**src/rtl/key_pkg.sv**
```systemverilog
// rtl/key_pkg.sv - shared state encoding and counter width for the key debouncer
package key_pkg;

    localparam int MS_CNT_W = 16;

    typedef enum logic [1:0] {
        S_IDLE,
        S_PRESS_DB,
        S_PRESSED,
        S_RELEASE_DB
    } key_state_t;

endpackage

```
**src/rtl/key_fsm.sv**
```systemverilog
// rtl/key_fsm.sv - one key: 2-FF synchroniser, debounce FSM, press/release/long events
module key_fsm
    import key_pkg::*;
#(
    parameter int P_DEBOUNCE_MS = 20,
    parameter int P_LONG_MS     = 1000,
    parameter int P_KEY_ON      = 0
) (
    input  logic clk,
    input  logic rst,
    input  logic tick,
    input  logic key,
    output logic level,
    output logic press_pulse,
    output logic release_pulse,
    output logic long_pulse
);

    localparam logic                ON_LEVEL   = (P_KEY_ON != 0);
    localparam logic [MS_CNT_W-1:0] DB_LIMIT   = MS_CNT_W'(P_DEBOUNCE_MS);
    localparam logic [MS_CNT_W-1:0] LONG_LIMIT = MS_CNT_W'(P_LONG_MS);

    logic                sync_a;
    logic                sync_b;
    logic                k_on;
    key_state_t          state;
    logic [MS_CNT_W-1:0] db_cnt;
    logic [MS_CNT_W-1:0] hold_cnt;
    logic [MS_CNT_W-1:0] db_inc;
    logic [MS_CNT_W-1:0] hold_inc;

    // Synchroniser starts at the released level so reset never looks like a press edge.
    always_ff @(posedge clk or posedge rst) begin
        if (rst) begin
            sync_a <= ~ON_LEVEL;
            sync_b <= ~ON_LEVEL;
        end else begin
            sync_a <= key;
            sync_b <= sync_a;
        end
    end

    assign k_on     = (sync_b == ON_LEVEL);
    assign db_inc   = db_cnt + 1'b1;
    assign hold_inc = hold_cnt + 1'b1;

    always_ff @(posedge clk or posedge rst) begin
        if (rst) begin
            state         <= S_IDLE;
            db_cnt        <= '0;
            hold_cnt      <= '0;
            level         <= 1'b0;
            press_pulse   <= 1'b0;
            release_pulse <= 1'b0;
            long_pulse    <= 1'b0;
        end else begin
            press_pulse   <= 1'b0;
            release_pulse <= 1'b0;
            long_pulse    <= 1'b0;

            // Hold time keeps running through a release bounce; saturation gives one long pulse per press.
            if ((state == S_PRESSED || state == S_RELEASE_DB) && tick && hold_cnt != LONG_LIMIT) begin
                hold_cnt   <= hold_inc;
                long_pulse <= (hold_inc == LONG_LIMIT);
            end

            case (state)
                S_IDLE: begin
                    if (k_on) begin
                        state  <= S_PRESS_DB;
                        db_cnt <= '0;
                    end
                end
                S_PRESS_DB: begin
                    if (!k_on) begin
                        state <= S_IDLE;
                    end else if (tick) begin
                        if (db_inc == DB_LIMIT) begin
                            state       <= S_PRESSED;
                            hold_cnt    <= '0;
                            level       <= 1'b1;
                            press_pulse <= 1'b1;
                        end else begin
                            db_cnt <= db_inc;
                        end
                    end
                end
                S_PRESSED: begin
                    if (!k_on) begin
                        state  <= S_RELEASE_DB;
                        db_cnt <= '0;
                    end
                end
                S_RELEASE_DB: begin
                    if (k_on) begin
                        state <= S_PRESSED;
                    end else if (tick) begin
                        if (db_inc == DB_LIMIT) begin
                            state         <= S_IDLE;
                            level         <= 1'b0;
                            release_pulse <= 1'b1;
                        end else begin
                            db_cnt <= db_inc;
                        end
                    end
                end
                default: state <= S_IDLE;
            endcase
        end
    end

endmodule

```
**src/rtl/key_drive.sv**
```systemverilog
// rtl/key_drive.sv - shared 1 ms tick generator and per-key debouncer array
module key_drive #(
    parameter int P_KEY_NUMBER  = 1,
    parameter int P_TICK_DIV    = 50000,
    parameter int P_DEBOUNCE_MS = 20,
    parameter int P_LONG_MS     = 1000,
    parameter int P_KEY_ON      = 0
) (
    input  logic                    i_clk,
    input  logic                    i_rst,
    input  logic [P_KEY_NUMBER-1:0] i_key,
    output logic [P_KEY_NUMBER-1:0] o_key_level,
    output logic [P_KEY_NUMBER-1:0] o_key_press,
    output logic [P_KEY_NUMBER-1:0] o_key_release,
    output logic [P_KEY_NUMBER-1:0] o_key_long
);

    localparam int TW = (P_TICK_DIV > 1) ? $clog2(P_TICK_DIV) : 1;

    logic [TW-1:0] tick_cnt;
    logic          tick;

    assign tick = (tick_cnt == TW'(P_TICK_DIV - 1));

    always_ff @(posedge i_clk or posedge i_rst) begin
        if (i_rst) begin
            tick_cnt <= '0;
        end else if (tick) begin
            tick_cnt <= '0;
        end else begin
            tick_cnt <= tick_cnt + 1'b1;
        end
    end

    for (genvar g = 0; g < P_KEY_NUMBER; g++) begin : g_key
        key_fsm #(
            .P_DEBOUNCE_MS (P_DEBOUNCE_MS),
            .P_LONG_MS     (P_LONG_MS),
            .P_KEY_ON      (P_KEY_ON)
        ) u_key (
            .clk           (i_clk),
            .rst           (i_rst),
            .tick          (tick),
            .key           (i_key[g]),
            .level         (o_key_level[g]),
            .press_pulse   (o_key_press[g]),
            .release_pulse (o_key_release[g]),
            .long_pulse    (o_key_long[g])
        );
    end

endmodule

```
**config.mk**
```make
export PLATFORM = sky130hd
export DESIGN_NAME = key_drive
export DESIGN_NICKNAME = d
export VERILOG_FILES = /design/src/rtl/key_pkg.sv /design/src/rtl/key_fsm.sv /design/src/rtl/key_drive.sv
export SDC_FILE = /design/constraint.sdc
export NUM_CORES = 1
export LEC_CHECK = 0
export ABC_AREA = 1
export CAP_MARGIN = 15
export CORE_MARGIN = 10
export CORE_UTILIZATION = 55
export DETAILED_ROUTE_END_ITERATION = 7
export GPL_TIMING_DRIVEN = 0
export PLACE_DENSITY = 0.79
export SLEW_MARGIN = 20
export SYNTH_ARGS = -nofsm -noshare
export SYNTH_HDL_FRONTEND = slang
export SYNTH_SLANG_ARGS = --single-unit
```
**constraint.sdc**
```tcl
create_clock -name i_clk -period 2.1 [get_ports i_clk]
set_input_delay 0.42 -clock i_clk [delete_from_list [all_inputs] [get_ports i_clk]]
set_output_delay 0.42 -clock i_clk [all_outputs]
set_load 0.05 [all_outputs]
```
Yosys cells after proc, flatten, opt, wreduce, memory -nomap -nowiden. Cells that the tools add are included.

Add/subtract/negate cells: 3. Eq/ne operators: 19. Muxes and demuxes: 36. Reduce and logical (&&, ||, !) cells: 8.

Operators by type and width (number): 2-to-1 mux 16 bit (12); one-hot mux 16 bit (4 select lines) (1); adder 16 x 1 -> 16 bit (second input constant) (3); == test 16 x 10 -> 1 bit (second input constant) (1); == test 16 bit (second input constant) (1); == test 16 x 5 -> 1 bit (second input constant) (1); 2-to-1 mux 2 bit (8); inequality test 16 x 10 -> 1 bit (second input constant) (1); 2-to-1 mux 1 bit (13); inequality test 2 x 1 -> 1 bit (second input constant) (5); one-hot mux 2 bit (4 select lines) (1); AND reduction 7 bit (1); inequality test 2 bit (second input constant) (3); inequality test 3 x 1 -> 1 bit (second input constant) (2); AND reduction 6 bit (1); == test 2 bit (second input constant) (2); AND reduction 4 bit (1); inequality test 3 x 2 -> 1 bit (second input constant) (1); inequality test 3 bit (second input constant) (1); == test 2 x 1 -> 1 bit (second input constant) (1); logical AND 1 bit (2); logical NOT 2 bit (1); one-hot mux 1 bit (2 select lines) (1); nonzero test 2 bit (1); logical OR 1 bit (1).

Register bits after elaboration: 56. Input bits: 3. Output and inout bits: 4. Logic and storage cells: 76.

Depth between registers and ports, before layout.
Word-level depth: 9. Gate-level depth with buffers: 15. Gate-level depth less buffers: 14.

Modules after synthesis. A second synthesis with hierarchy kept.

Cells, all modules: 531. Area total of the unflattened synthesis: 3588.4 um2.

Modules (own cells, without submodules): key_fsm (instances 1, cells each 409, area each 2707.6 um2, sequential area each 1003.5 um2); key_drive (instances 1, cells each 122, area each 880.8 um2, sequential area each 400.4 um2).

Least setup slack after synthesis. OpenSTA, ideal clock, no wires.

Path kind: register to register. From: register g_key[0].u_key.db_cnt[0]. To: register g_key[0].u_key.hold_cnt[7]. Setup time: 0.112 ns. Arrival time: 1.862 ns. Required time: 1.988 ns. Slack: 0.126 ns. Cell stages (with the launch flop): 12. Path buffers: 1. Clock period less this slack: 1.974 ns. Cell sequence: dfrtp_1 -> ha_1 -> nand3_2 -> nor2_2 -> nand2_1 -> o21ai_1 -> nand2_1 -> nor3_2 -> nand4_2 -> buf_2 -> nand2_1 -> inv_2.

Longest elaborated chain between the ends: 6.

Ends and longest elaborated chain: from (decl) (line key_fsm.sv:27) `logic [MS_CNT_W-1:0] db_cnt;`; from (signal assigned) (line key_fsm.sv:84) `db_cnt <= db_inc;`; from (signal assigned) (line key_fsm.sv:103) `db_cnt <= db_inc;`; adder 16 x 1 -> 16 bit (line key_fsm.sv:44) `assign db_inc = db_cnt + 1'b1;`; == test 16 x 5 -> 1 bit (line key_fsm.sv:78) `if (db_inc == DB_LIMIT) begin`; 2-to-1 mux 16 bit (line key_fsm.sv:78); 2-to-1 mux 16 bit (line key_fsm.sv:77) `end else if (tick) begin`; 2-to-1 mux 16 bit (line key_fsm.sv:75) `if (!k_on) begin`; 2-to-1 mux 16 bit (line key_fsm.sv:67) `case (state)`; to (signal assigned) (line key_fsm.sv:63) `hold_cnt <= hold_inc;`; to (decl) (line key_fsm.sv:28) `logic [MS_CNT_W-1:0] hold_cnt;`.

Every way passes these cells. A chain may end at the register's enable or synchronous reset.

Final worst setup path.
From: register g_key[0].u_key.db_cnt[0]. To: register g_key[0].u_key.db_cnt[8].

Longest elaborated chain between the ends: 6. Elaborated cells between the ends (all ways): 7. Classes of those cells: 1 x add/sub; 1 x eq/ne; 5 x mux.

Ends and longest elaborated chain (line): adder 16 x 1 -> 16 bit (*) (key_fsm.sv:44); == test 16 x 5 -> 1 bit (key_fsm.sv:78, key_fsm.sv:98); 2-to-1 mux 16 bit (*) (key_fsm.sv:78, key_fsm.sv:98); 2-to-1 mux 16 bit (*) (key_fsm.sv:77); 2-to-1 mux 16 bit (on tied branches) (key_fsm.sv:95, key_fsm.sv:75); one-hot mux 16 bit (4 select lines) (*) (key_fsm.sv:67).

Every way passes the cells marked *; elsewhere a longest branch is shown, timed or not. The select of a mux whose other input is x is not followed.

==> flow_summary.json <==
{
  "path_class": "reg -> reg",
  "cts_htree_levels": 2,
  "syn_area_um2": 3610,
  "io_buffers": 6,
  "post_synth_num_cell_types": 33,
  "min_from": "g_key[0].u_key.sync_a$_DFF_PP1_",
  "syn-num-nets": 533,
  "hold_slack_ns": 0.373,
  "cts.clk_slew.worst_paths_ns": 0.10,
  "starting_density_of_the_core_pct": 56.9,
  "maximum_number_of_pins_on_one_net_before_global_route_repair": 57,
  "area.growth.synth_to_final_pct": 16.5,
  "synth_area_per_cell_um2": 6.88,
  "vdd_ir_drop_max_uv": 358,
  "routed_wirelength_mm": 8.46,
  "ctsLongestPathBuffers": 2,
  "power.density_nw_per_um2": 439,
  "grt_pass1_wl_mm": 14.1,
  "timing.clock.skew_ns": 0.0108,
  "place_inst": 608,
  "report.final.slew_viol_count": 0,
  "syn-instance-count": 525,
  "cts-hold-fix-buffers": 0,
  "sequential_area_share_after_synthesis_pct": 38.9,
  "grtUsageTotal_pct": 16.3,
  "worst_hold_path.endpoint": "g_key[0].u_key.sync_b$_DFF_PP1_",
  "netlist_top_cells_area": "sky130_fd_sc_hd__dfrtp_1, sky130_fd_sc_hd__nand2_1, sky130_fd_sc_hd__inv_1",
  "cts_made_buffers": 5,
  "dieArea_um2": 10200,
  "share_of_layout_cells_above_drive_strength_1_pct": 15.8,
  "design.core.area_um2": 6350,
  "finalSetupViolCount": 0,
  "drtPass1Iterations": 5,
  "instances_no_fill": 633,
  "tightest_slew_ns": 0.662,
  "worst_reg_to_reg_cells": 12,
  "ioPinCount": 7,
  "layout_worst_path_cycle_share_pct": 96.9,
  "design.final.nets": 563,
  "worst_slew_margin_relative_to_its_limit_pct": 55.9,
  "drcViolationCount": 0,
  "synth.yosys.warnings": 0,
  "crit_path_end_kind": "flop",
  "pre_cts_ws_ns": -0.264,
  "crit_arrival_ns": 2.29,
  "drtIter0Drc": 261,
  "yosys.area.top_type_share_pct": 37.4,
  "fp.dieW_um": 101,
  "drv_cap": 0,
  "seq_area_um2": 1410,
  "gp_congestion": 0.910,
  "final_hold_viol_count": 0,
  "antenna_violations_before_repair": 0,
  "critical_path.startpoint_type": "flop",
  "detail_route.vias_per_cell": 5.49,
  "timing.critical_path.fanout_max": 5,
  "multiInputGateArea_um2": 2020,
  "hold_path.class": "reg -> reg",
  "number_of_global_route_vias_before_repair": 3107,
  "cp.required_ns": 2.35,
  "gr-total-overflow": 0,
  "timing.fmax_ghz": 0.491,
  "period_minus_slack_ns": 2.04,
  "synth.ff_latch_count": 56,
  "via_count": 3475,
  "tritoncts": "built",
  "synthDominantAreaCellType": "sky130_fd_sc_hd__dfrtp_1",
  "status": "complete, no violations",
  "r2r_end": "g_key[0].u_key.db_cnt[8]$_DFFE_PP0P_",
  "wire_per_inst_um": 13.4,
  "post-dp-hpwl_mm": 5.83,
  "setup_ws_ns": 0.0642,
  "fillCellCount": 533,
  "crit-reg2reg-launch": "g_key[0].u_key.db_cnt[0]$_DFFE_PP0P_",
  "clock_insertion_delay_worst_skew_ns": 0.32,
  "die_h_um": 101,
  "clock_tree.root_cell": "sky130_fd_sc_hd__clkbuf_8",
  "clock_sinks": 56,
  "reg2reg_setup_slack_ns": 0.06,
  "drt.antenna.violating_nets": 0,
  "static-leakage-power_nw": 2.07,
  "placement_rows": 29,
  "diodes": 0,
  "min_path_cells": 0
}
report_power, final:
group          switching [mW]  internal, mW  leakage, nW
logic                  0.0716        0.0399         1.28
clock network           0.385         0.246       0.0463
registers              0.0149          1.09        0.748
total                   0.472          1.38         2.07
worst max path at each step:
stage / start / endpoint / slack (ns) / cells after the start
floorplan: g_key[0].u_key.db_cnt[0]$_DFFE_PP0P_ / g_key[0].u_key.hold_cnt[7]$_DFF_PP0_ / 0.13 / 11
global placement: i_rst / g_key[0].u_key.hold_cnt[5]$_DFF_PP0_ / -0.68 / 2
detailed placement: g_key[0].u_key.db_cnt[0]$_DFFE_PP0P_ / g_key[0].u_key.hold_cnt[9]$_DFF_PP0_ / -0.26 / 11
CTS: g_key[0].u_key.db_cnt[1]$_DFFE_PP0P_ / g_key[0].u_key.db_cnt[5]$_DFFE_PP0P_ / 0.003 / 13
global route: g_key[0].u_key.db_cnt[0]$_DFFE_PP0P_ / flop / -0.05 / 12
finish: g_key[0].u_key.db_cnt[0]$_DFFE_PP0P_ / g_key[0].u_key.db_cnt[8]$_DFFE_PP0P_ / 0.06 / 12
what timing repair did:
item / 4_1_cts / 5_1_grt
gates cloned: 0 / 1
setup buffers: 2 / 15
resized for setup: 12 / 46
pin swaps: 2 / 18
endpoints found under the setup margin: 33 / 42
cell usage after synthesis:
| master | number |
|---|---|
| sky130_fd_sc_hd__a21boi_0 | 1 |
| sky130_fd_sc_hd__a21oi_1 | 7 |
| sky130_fd_sc_hd__a221oi_1 | 1 |
| sky130_fd_sc_hd__and3_1 | 1 |
| sky130_fd_sc_hd__buf_2 | 4 |
| sky130_fd_sc_hd__buf_4 | 1 |
| sky130_fd_sc_hd__buf_6 | 1 |
| sky130_fd_sc_hd__clkbuf_1 | 3 |
| sky130_fd_sc_hd__clkbuf_2 | 1 |
| sky130_fd_sc_hd__clkinv_1 | 1 |
| sky130_fd_sc_hd__dfrtp_1 | 54 |
| sky130_fd_sc_hd__dfstp_2 | 2 |
| sky130_fd_sc_hd__ha_1 | 5 |
| sky130_fd_sc_hd__inv_1 | 76 |
| sky130_fd_sc_hd__inv_2 | 1 |
| sky130_fd_sc_hd__nand2_1 | 149 |
| sky130_fd_sc_hd__nand2_2 | 1 |
| sky130_fd_sc_hd__nand3_1 | 37 |
| sky130_fd_sc_hd__nand3_2 | 1 |
| sky130_fd_sc_hd__nand3_4 | 2 |
| sky130_fd_sc_hd__nand4_1 | 34 |
| sky130_fd_sc_hd__nand4_2 | 1 |
| sky130_fd_sc_hd__nor2_1 | 74 |
| sky130_fd_sc_hd__nor2_2 | 5 |
| sky130_fd_sc_hd__nor2_4 | 1 |
| sky130_fd_sc_hd__nor3_1 | 14 |
| sky130_fd_sc_hd__nor3_2 | 2 |
| sky130_fd_sc_hd__nor4_1 | 5 |
| sky130_fd_sc_hd__o21ai_0 | 14 |
| sky130_fd_sc_hd__o21ai_1 | 3 |
| sky130_fd_sc_hd__o21bai_1 | 2 |
| sky130_fd_sc_hd__or2_2 | 2 |
| sky130_fd_sc_hd__xor2_1 | 19 |
cell families after synthesis:
| group | after synthesis | share of synthesized area (%) |
|---|---|---|
| AOI/OAI and AO/OA | 28 | 4.19 |
| buffers and inverters | 88 | 9.63 |
| DFF | 56 | 38.9 |
| xor gates and xnor gates | 19 | 4.61 |
| and+or+nand+nor | 329 | 41.0 |
| adders and majority gates | 5 | 1.73 |
per-layer routing:
metal | vias to the layer above | global-route usage, % | routed length (um)
li1 | 1730 | - | -
met1 | 1611 | 23.1 | 3890
met2 | 118 | 25.3 | 4010
met3 | 16 | 2.74 | 454
met4 | 0 | 3.86 | 112
met5 | - | 0 | 0
placed cells by master, fill, tap and decap left out, types with 2 or more instances in the layout:
master	instances
sky130_fd_sc_hd__nand3_4	3
sky130_fd_sc_hd__o21bai_1	2
sky130_fd_sc_hd__nand2_1	143
sky130_fd_sc_hd__clkdlybuf4s50_1	6
sky130_fd_sc_hd__nor3_2	3
sky130_fd_sc_hd__nand4_1	34
sky130_fd_sc_hd__nor3_4	2
sky130_fd_sc_hd__clkbuf_8	5
sky130_fd_sc_hd__nor4_1	5
sky130_fd_sc_hd__nand3_2	2
sky130_fd_sc_hd__nand3_1	35
sky130_fd_sc_hd__nor2_4	8
sky130_fd_sc_hd__nand2_2	6
sky130_fd_sc_hd__nor2_1	60
sky130_fd_sc_hd__or2_2	2
sky130_fd_sc_hd__nor3_1	11
sky130_fd_sc_hd__o21ai_0	14
sky130_fd_sc_hd__dfrtp_2	6
sky130_fd_sc_hd__xor2_1	18
sky130_fd_sc_hd__dfrtp_1	48
sky130_fd_sc_hd__buf_6	2
sky130_fd_sc_hd__dfstp_2	2
sky130_fd_sc_hd__ha_1	4
sky130_fd_sc_hd__inv_1	74
sky130_fd_sc_hd__nor2_2	12
sky130_fd_sc_hd__inv_2	2
sky130_fd_sc_hd__o21ai_2	2
sky130_fd_sc_hd__a21oi_1	7
sky130_fd_sc_hd__clkbuf_1	2
sky130_fd_sc_hd__buf_4	20
flip-flops by register name (all words and copies together), names as in the netlist, named ones only:
| signal | flops |
|---|---|
| g_key.u_key.state | 1 |
| g_key.u_key.sync_b | 1 |
| g_key.u_key.level | 1 |
| tick_cnt | 16 |
| g_key.u_key.hold_cnt | 16 |
| g_key.u_key.release_pulse | 1 |
| g_key.u_key.press_pulse | 1 |
| g_key.u_key.long_pulse | 1 |
| g_key.u_key.db_cnt | 16 |
| g_key.u_key.sync_a | 1 |
worst max-delay path, stage by stage (launching register included):
cell and delay (ns):
sky130_fd_sc_hd__dfrtp_2 0.43, sky130_fd_sc_hd__ha_4 0.17, sky130_fd_sc_hd__nand3_4 0.11, sky130_fd_sc_hd__buf_4 0.16
sky130_fd_sc_hd__xor2_1 0.14, sky130_fd_sc_hd__a21oi_1 0.12, sky130_fd_sc_hd__nand3_1 0.10, sky130_fd_sc_hd__nor2_1 0.19
sky130_fd_sc_hd__nand3_4 0.14, sky130_fd_sc_hd__nand3_4 0.13, sky130_fd_sc_hd__clkbuf_16 0.16, sky130_fd_sc_hd__nand2_1 0.05
sky130_fd_sc_hd__nand2_1 0.06
through the flow:
step / power [mW] / setup TNS [ns] / cell area [um2] / utilization, %
2_1_floorplan: 1.19 / 0 / 3610 / -
3_3_place_gp: 1.21 / -40.04 / 3770 / 59.4
3_5_place_dp: 1.21 / -4.80 / 3770 / 59.4
4_1_cts: 1.85 / 0 / 3930 / 61.9
5_1_grt: 1.93 / -0.625 / 4210 / 66.3
6_report: 1.85 / 0 / 4210 / 66.3
layout make-up:
cell class / count / area share (%)
multi-input combinational: 381 / 48.1
inverter: 78 / 7.02
buffer: 9 / 1.72
tap: 77 / 2.29
timing repair buffer: 24 / 5.05
clock inverter: 3 / 0.654
clock buffer: 5 / 1.63
sequential: 56 / 33.5
(Power assumes the default switching activity.)
